==> src/rtl/rom_reader_pkg.sv <==
// rom_reader_pkg: shared state encoding and default bus widths for the ROM reader and the address display.
package rom_reader_pkg;
    typedef enum logic [2:0] {IDLE, SETUP, ACCESS, HANDOFF, DONE} state_t;
    localparam int DEF_ADDR_WIDTH = 9;
    localparam int DEF_DATA_WIDTH = 8;
endpackage

==> src/rtl/rom_access_timer.sv <==
// rom_access_timer: loadable down-counter with a zero flag that times the ROM output-enable window.
module rom_access_timer #(
    parameter int ACCESS_CYCLES = 4,
    localparam int W = (ACCESS_CYCLES > 1) ? $clog2(ACCESS_CYCLES) : 1
) (
    input  logic clk,
    input  logic reset,
    input  logic load,
    input  logic en,
    output logic zero
);
    localparam logic [W-1:0] LOAD_VAL = W'(ACCESS_CYCLES - 1);
    logic [W-1:0] count_q, count_d;
    always_comb count_d = load ? LOAD_VAL : (en && count_q != '0) ? count_q - W'(1) : count_q;
    always_ff @(posedge clk or negedge reset)
        if (!reset) count_q <= '0;
        else        count_q <= count_d;
    assign zero = (count_q == '0);
endmodule

==> src/rtl/rom_read_sequencer.sv <==
// rom_read_sequencer: walks every ROM address, times CE/OE for each access and hands
// each captured byte downstream over a valid/ready handshake.
module rom_read_sequencer
    import rom_reader_pkg::*;
#(
    parameter int ADDR_WIDTH    = DEF_ADDR_WIDTH,
    parameter int DATA_WIDTH    = DEF_DATA_WIDTH,
    parameter int ACCESS_CYCLES = 4,
    parameter int END_ADDR      = 2**ADDR_WIDTH - 1
) (
    input  logic                  clk,
    input  logic                  reset,
    input  logic                  start,
    input  logic                  abort,
    input  logic [DATA_WIDTH-1:0] rom_data,
    input  logic                  data_ready,
    output logic [ADDR_WIDTH-1:0] address_line,
    output logic                  rom_ce_n,
    output logic                  rom_oe_n,
    output logic [DATA_WIDTH-1:0] data_out,
    output logic                  data_valid,
    output logic                  busy,
    output logic                  done
);
    localparam logic [ADDR_WIDTH-1:0] LAST = ADDR_WIDTH'(END_ADDR);
    state_t state_q, state_d;
    logic [ADDR_WIDTH-1:0] addr_q, addr_d;
    logic [DATA_WIDTH-1:0] dout_q, dout_d;
    logic ce_n_q, ce_n_d, oe_n_q, oe_n_d, valid_q, valid_d, busy_q, busy_d, done_q, done_d;
    logic load, zero;
    rom_access_timer #(.ACCESS_CYCLES(ACCESS_CYCLES)) u_timer (
        .clk  (clk),
        .reset(reset),
        .load (load),
        .en   (state_q == ACCESS),
        .zero (zero)
    );
    always_comb begin
        state_d = state_q;
        addr_d  = addr_q;
        dout_d  = dout_q;
        ce_n_d  = ce_n_q;
        oe_n_d  = oe_n_q;
        valid_d = valid_q;
        load    = 1'b0;
        case (state_q)
            IDLE, DONE: if (start) begin
                state_d = SETUP;
                addr_d  = '0;
                ce_n_d  = 1'b0;
                oe_n_d  = 1'b1;
            end
            SETUP: begin
                state_d = ACCESS;
                oe_n_d  = 1'b0;
                load    = 1'b1;
            end
            ACCESS: if (zero) begin
                state_d = HANDOFF;
                dout_d  = rom_data;
                valid_d = 1'b1;
                oe_n_d  = 1'b1;
            end
            HANDOFF: if (valid_q && data_ready) begin
                valid_d = 1'b0;
                state_d = (addr_q == LAST) ? DONE : SETUP;
                ce_n_d  = (addr_q == LAST);
                addr_d  = (addr_q == LAST) ? addr_q : addr_q + ADDR_WIDTH'(1);
            end
            default: state_d = IDLE;
        endcase
        // Abort outranks start and any same-cycle handshake; the pending byte is dropped.
        if (abort) begin
            state_d = (state_q == DONE) ? DONE : IDLE;
            addr_d  = addr_q;
            dout_d  = dout_q;
            ce_n_d  = 1'b1;
            oe_n_d  = 1'b1;
            valid_d = 1'b0;
        end
        busy_d = state_d inside {SETUP, ACCESS, HANDOFF};
        done_d = (state_d == DONE);
    end
    always_ff @(posedge clk or negedge reset)
        if (!reset) begin
            state_q <= IDLE;
            addr_q  <= '0;
            dout_q  <= '0;
            ce_n_q  <= 1'b1;
            oe_n_q  <= 1'b1;
            valid_q <= 1'b0;
            busy_q  <= 1'b0;
            done_q  <= 1'b0;
        end else begin
            state_q <= state_d;
            addr_q  <= addr_d;
            dout_q  <= dout_d;
            ce_n_q  <= ce_n_d;
            oe_n_q  <= oe_n_d;
            valid_q <= valid_d;
            busy_q  <= busy_d;
            done_q  <= done_d;
        end
    assign address_line = addr_q;
    assign rom_ce_n     = ce_n_q;
    assign rom_oe_n     = oe_n_q;
    assign data_out     = dout_q;
    assign data_valid   = valid_q;
    assign busy         = busy_q;
    assign done         = done_q;
endmodule

==> config.mk <==
export PLATFORM = sky130hd
export DESIGN_NAME = rom_read_sequencer
export DESIGN_NICKNAME = d
export VERILOG_FILES = /design/src/rtl/rom_reader_pkg.sv /design/src/rtl/rom_access_timer.sv /design/src/rtl/rom_read_sequencer.sv
export SDC_FILE = /design/constraint.sdc
export NUM_CORES = 1
export LEC_CHECK = 0
export CORE_MARGIN = 3
export CORE_UTILIZATION = 27
export CTS_BUF_LIST = sky130_fd_sc_hd__clkbuf_8 sky130_fd_sc_hd__clkbuf_16
export CTS_CLUSTER_DIAMETER = 150
export DETAILED_ROUTE_END_ITERATION = 12
export DONT_BUFFER_PORTS = 1
export SLEW_MARGIN = 15
export SYNTH_ARGS = -nofsm -noshare
export SYNTH_HDL_FRONTEND = slang
export SYNTH_SLANG_ARGS = --single-unit
==> constraint.sdc <==
create_clock -name clk -period 2.7 [get_ports clk]
set_input_delay 0.54 -clock clk [delete_from_list [all_inputs] [get_ports clk]]
set_output_delay 0.54 -clock clk [all_outputs]
set_load 0.1 [all_outputs]
==> impl_metrics.tcl <==
set metrics [dict create \
    drv_cap 0 \
    p_int_mw 0.631 \
    core_sq_um 4880 \
    numCtsBuffers 3 \
    fin_nets 160 \
    ys_seq_area_frac 0.481 \
    vias 1101 \
    yosysWarningCount 0 \
    cp-end-kind "register" \
    drc 0 \
    fin_tns_setup_ns 0 \
    synth_top_family_by_area "compound AO/OA/AOI/OAI gates" \
    finClkSkew_ns 0.00236 \
    leakagePower_nw 0.702 \
    crit_start "address_line[0]" \
    grt_max_degree 26 \
    post-cts-setup-buffer-count 0 \
    reg2reg_from "address_line[0]" \
    reg2reg_slack_ns 0.34 \
    power_frac_seq 0.664 \
    p_sw_mw 0.551 \
    postCtsResizedCells 0 \
    diodes 0 \
    synthXorXnorAreaFrac 0 \
    initial_core_util 0.289 \
    slowest_stage "or4b_1" \
    die_w_microns 78.3 \
    clockPowerShare 0.201 \
    drtIter0Drc 70 \
    wl_microns 3330 \
    arrival_ns 2.56 \
    first_pass_iters 4 \
    area_growth_pct 13.5 \
    crit_path_max_fanout 16 \
    critPathKind "register to register" \
    finalWorstPathRequiredPeriod_ns 2.36 \
    rows 25 \
    synth_fa_ha_area_frac 0.0266 \
    avgViaCountPerCell 5.24 \
    grt_pass1_wl_microns 5400 \
    drive_gt1_frac 0.273 \
    p_comb_frac 0.135 \
    endpoint "address_line[7]" \
    clock_latency_ns 0.27 \
    io_buffers 0 \
    slew_headroom 0.396 \
    final_cell_mix "dfrtp_1 (22), a21oi_1 (14), buf_4 (12), nand2_1 (9)" \
    cts_max_level 1 \
    clkSlewWorstSetupHoldPaths_ns 0.10 \
    switching_share 0.466 \
    overflow 0 \
    final.setup.worst_slack_ns 0.343 \
    antenna_found_initial 0 \
    cp_slowest_stage_delay_ns 0.52 \
    dieArea_sq_um 6130 \
    ioPinCount 35 \
    rsz0062_at_grt "no" \
    post_drt_wl_per_cell_microns 15.9 \
    tightest_slew_ns 0.906 \
    worstPathCellList "ha_1, and3_1, and3_1, ha_1, nand3_1, a221oi_2, buf_4, or4b_1, a21oi_1" \
    clk_path_buf_depth 2 \
    root_buffer "clkbuf_8" \
    clock.fmax_ghz 0.424 \
    synth_fp_nets 150 \
    setup_violations 0 \
    yosys.area_share.simple 0.171 \
    powerDensity_nw_per_um2 738 \
    layout_commonest_cell "dfrtp_1" \
    hpwl_microns 2400 \
    hold_class "input pin to asynchronous set/reset pin" \
    hold_viol_final 0 \
    grt_pass1_vias 1129 \
    required_ns 2.90 \
    synth.distinct_cells 39 \
    reg2reg_to "address_line[7]" \
    drv_slew 0 \
    track_usage 0.110 \
    place_congestion 0.844 \
    ant_nets 0 \
    dp_slack_ns 0.378 \
    ir_drop_mv 0.507 \
    crit_path_start_kind "register" \
    synth-compound-area-share 0.201 \
    syn_inst 134 \
    synth_area_sq_um 1410 \
    finalCritPeriodShare 0.873 \
    die_y_microns 78.3 \
    clock-sinks 27 \
    muxShareOfSynthArea 0.0639 \
    cts_tree "built" \
    syn_area_per_cell_sq_um 10.5 \
    ys_ff_latch 27 \
    status "finished clean" \
    worstRegToRegCells 9 \
]
==> sequential cells by signal, summed over array words and instances (netlist names), 2 cells and up <==
register / flops
address_line: 9
data_out: 8
state_q: 3
u_timer.count_q: 2
==> worst min-delay path by stage <==
stage	start	endpoint	slack, ns
2_1_floorplan	reset	address_line[0]	0.24
3_5_place_dp	reset	address_line[6]	0.24
4_1_cts	reset	done	0.07
3_3_place_gp	reset	address_line[4]	0.25
6_report	reset	done	0.07
5_1_grt	reset	done	0.06
==> per-stage QoR <==
step,instance area [sq um],hold slack [ns],total power [mW],instances,util
after global routing,1600,0.0598,1.23,210,0.328
after floorplan,1410,0.244,0.913,134,-
after detailed placement,1530,0.245,0.943,205,0.314
after global placement,1530,0.245,0.930,205,0.314
final,1600,0.0679,1.18,210,0.328
after CTS,1600,0.0653,1.19,210,0.328
==> Yosys cell counts <==
cell type,count,area [sq um]
a21oi_1,14,70.1
a221o_1,1,10.0
a221oi_2,1,15.0
a22oi_1,1,7.51
a311o_4,1,20.0
a311oi_1,2,17.5
a31o_2,1,8.76
a31oi_1,1,6.26
and3_1,3,18.8
and3_2,1,7.51
and3b_2,1,10.0
and4bb_2,1,12.5
buf_2,3,15.0
buf_4,2,15.0
buf_6,2,22.5
clkbuf_1,1,3.75
dfrtp_1,25,626
dfstp_2,2,52.6
ha_1,3,37.5
inv_1,6,22.5
mux2_2,8,90.1
nand2_1,9,33.8
nand2b_1,1,6.26
nand3_1,5,25.0
nand4_2,1,12.5
nand4b_1,1,8.76
nor2_1,7,26.3
nor2b_1,1,6.26
nor3_1,1,5.00
o21a_1,2,15.0
o21ai_0,8,40.0
o221ai_1,1,8.76
o2bb2ai_1,2,17.5
o31ai_1,4,30.0
o41ai_1,2,17.5
or2_0,1,6.26
or2_2,2,12.5
or4_1,4,30.0
or4b_1,2,20.0
==> worst max-delay path: cells and delay by family (launching register included) <==
family                     cells  cell delay (ns)
and+or+nand+nor                4             1.02
buffers and inverters          1             0.19
adders and majority gates      2             0.43
DFF                            1             0.41
AOI/OAI and AO/OA              2             0.23
==> cell type report <==
class	count	area, sq um
Clock buffer	3	41.3
Tap cell	67	83.8
Clock inverter	1	7.51
Fill cell	515	3280
Inverter	6	22.5
Sequential cell	27	682
Timing Repair Buffer	13	110
Multi-Input combinational cell	93	653
==> layer usage <==
| metal | GRT usage | part of all wire |
|---|---|---|
| met1 | 0.133 | 0.42 |
| met4 | 0.0402 | 0.014 |
| met5 | 0 | 0 |
| met2 | 0.190 | 0.51 |
| met3 | 0.0252 | 0.058 |
==> cells by family (layout without fill, tap and decap cells) <==
| kind of cell | after synthesis | count (layout) |
|---|---|---|
| simple gates | 41 | 41 |
| compound gates | 41 | 41 |
| flops | 27 | 27 |
| fa+ha+maj | 3 | 3 |
| buf+inv | 14 | 23 |
| mux | 8 | 8 |
==> power by group through the flow <==
stage | logic, mW | registers (mW) | clock network (mW)
floorplan | 0.126 | 0.786 | 0
global placement | 0.139 | 0.791 | 0
detailed placement | 0.150 | 0.793 | 0
CTS | 0.162 | 0.786 | 0.247
global route | 0.178 | 0.793 | 0.259
finish | 0.160 | 0.784 | 0.238
==> repair_timing <==
item | in CTS | in global routing
hold buffers | 1 | 0
endpoints found under the hold margin | 25 | 0
setup endpoints to repair | 0 | 0
Note: power is estimated with default switching activity, not from simulation.
==> RTL change (same settings) <==
`ACCESS_CYCLES` is set to 4 in 2 places; all go to 16.
--- a/src/rtl/rom_access_timer.sv
+++ b/src/rtl/rom_access_timer.sv
@@ -1,6 +1,6 @@
 // rom_access_timer: loadable down-counter with a zero flag that times the ROM output-enable window.
 module rom_access_timer #(
-    parameter int ACCESS_CYCLES = 4,
+    parameter int ACCESS_CYCLES = 16,
     localparam int W = (ACCESS_CYCLES > 1) ? $clog2(ACCESS_CYCLES) : 1
 ) (
     input  logic clk,
--- a/src/rtl/rom_read_sequencer.sv
+++ b/src/rtl/rom_read_sequencer.sv
@@ -5,7 +5,7 @@
 #(
     parameter int ADDR_WIDTH    = DEF_ADDR_WIDTH,
     parameter int DATA_WIDTH    = DEF_DATA_WIDTH,
-    parameter int ACCESS_CYCLES = 4,
+    parameter int ACCESS_CYCLES = 16,
     parameter int END_ADDR      = 2**ADDR_WIDTH - 1
 ) (
     input  logic                  clk,
Behaviour: not the same (Yosys sat finds a counterexample within 10 cycles, from zero or initial values and one cycle with reset low).
==> RTL change against the original RTL <==
  * Clock skew up 1.9 ps
  * Routed wire length decreased by 1.1%
  * Setup slack got worse by 130 ps
  * Critical endpoint is now address_line[8]
  * Area after synthesis increased by 7.6%
  * Final area up 8.7%
  * Sequential cell count increased by 2
  * Maximum frequency fell by 5.3%
  * Sequential share of layout area down 0.60 points
  * Hold slack gained 11 ps
  * Synthesized cell count is 4.5% higher
  * Global-route usage is 0.32 points higher
  * Total power down 8.1%
==> RTL change: results <==
[cells_and_area]
buf_share = 0.0547
nFlopsAndLatches = 29
multi_input_gates = 100
final_common_cell = "dfrtp_1"
nets = 168
ff_latch_area_sq_um = 731
drive_gt1_frac = 0.248
n_all_buffers = 11
inv_count = 5
multiInputGateArea_sq_um = 727
final.fill_count = 556
clock_area_frac = 0.0460

[cts]
cts_made_buffers = 5
cts_buffer_depth = 2
clock_latency_ps = 280
cts-htree-levels = 2
clk_root_buffer_cell = "clkbuf_8"
hold_buffers = 1
clk_transition_reported_paths_ps = 60

[logic_synthesis]
synth_top_cells_by_area = "dfrtp_1 (45%), mux2_4 (7.9%), dfstp_2 (3.5%)"
synth_common_cells = "dfrtp_1 (27), nand2_1 (10), nor2_1 (10)"
synth_xor_area_frac = 0.00577
synthesis.nets = 156
async_flop_share = 1.00
synth_cell_type_count = 42
seq_area_frac_synth = 0.480
synth_fa_ha_area_frac = 0.0247
synth_compound_area_frac = 0.156
synth_mux_area_frac = 0.0791

[global_route]
use_met2 = 0.175
grtUsageMet1 = 0.141
grt_start_max_net_pins = 28
grt_use_total = 0.113
antenna_found_initial = 0
grt_pass1_wl_um = 5580
gr-usage-met3 = 0.0399
grt_pass1_vias = 1078

[detailed_routing]
via_per_inst = 4.84
wl_per_cell_um = 14.8
detail_route.iter0.violations = 48

[sta]
fin_skew_ps = 4.30
worst_pin_slew_ps = 907

[power]
leakage_nw = 0.763
switching_share = 0.352
p_switching_mw = 0.383
vdd_drop_max_v = 0.000220
p_comb_mw = 0.130
power_clock_mw = 0.329

[placement]
portBuffers = 0
dp.final_hpwl_um = 2230
gp_congestion = 0.792

[status]
outcome = "finished, final reports clean"

[worst_setup_path]
critPathMaxFanout = 11
reg2reg_depth = 8
path_delay_family = "compound AO/OA/AOI/OAI gates"
arrival_ps = 2610
crit_slowest_cell = "a21oi_1"
critPathMaxStageDelay_ps = 660
## RTL change: cell types whose count changed in the layout (fill, tap and decap cells not counted), sizes merged, moves of 4 or more
cell	before	now
nand2b	1	6
or4	4	0
o21ai	8	14
nor2	7	12
a21oi	14	6
## RTL change: path summary, 6_finish.rpt
check | start | slack, ps | endpoint
setup reg to reg | address_line[0] | 210 | address_line[8]
min in group clk | abort | 320 | data_valid
hold reg to reg | u_timer.count_q[3] | 560 | u_timer.count_q[3]
hold / removal | reset | 80 | busy
setup / recovery | address_line[0] | 210 | address_line[8]
max in group asynchronous | reset | 2460 | address_line[1]
## RTL change: stage by stage
stage / setup WS [ps] / cells / instance area [sq um]
detailed placement: 254 / 214 / 1640
floorplan: 146 / 140 / 1520
global route: 12.2 / 223 / 1740
global placement: 367 / 214 / 1640
CTS: 237 / 223 / 1740
finish: 210 / 223 / 1740
## RTL change: per-layer routing
layer,wire length (um),share of wire
met1,1510,0.46
met2,1540,0.47
met3,173,0.053
met4,68,0.021
met5,0,0
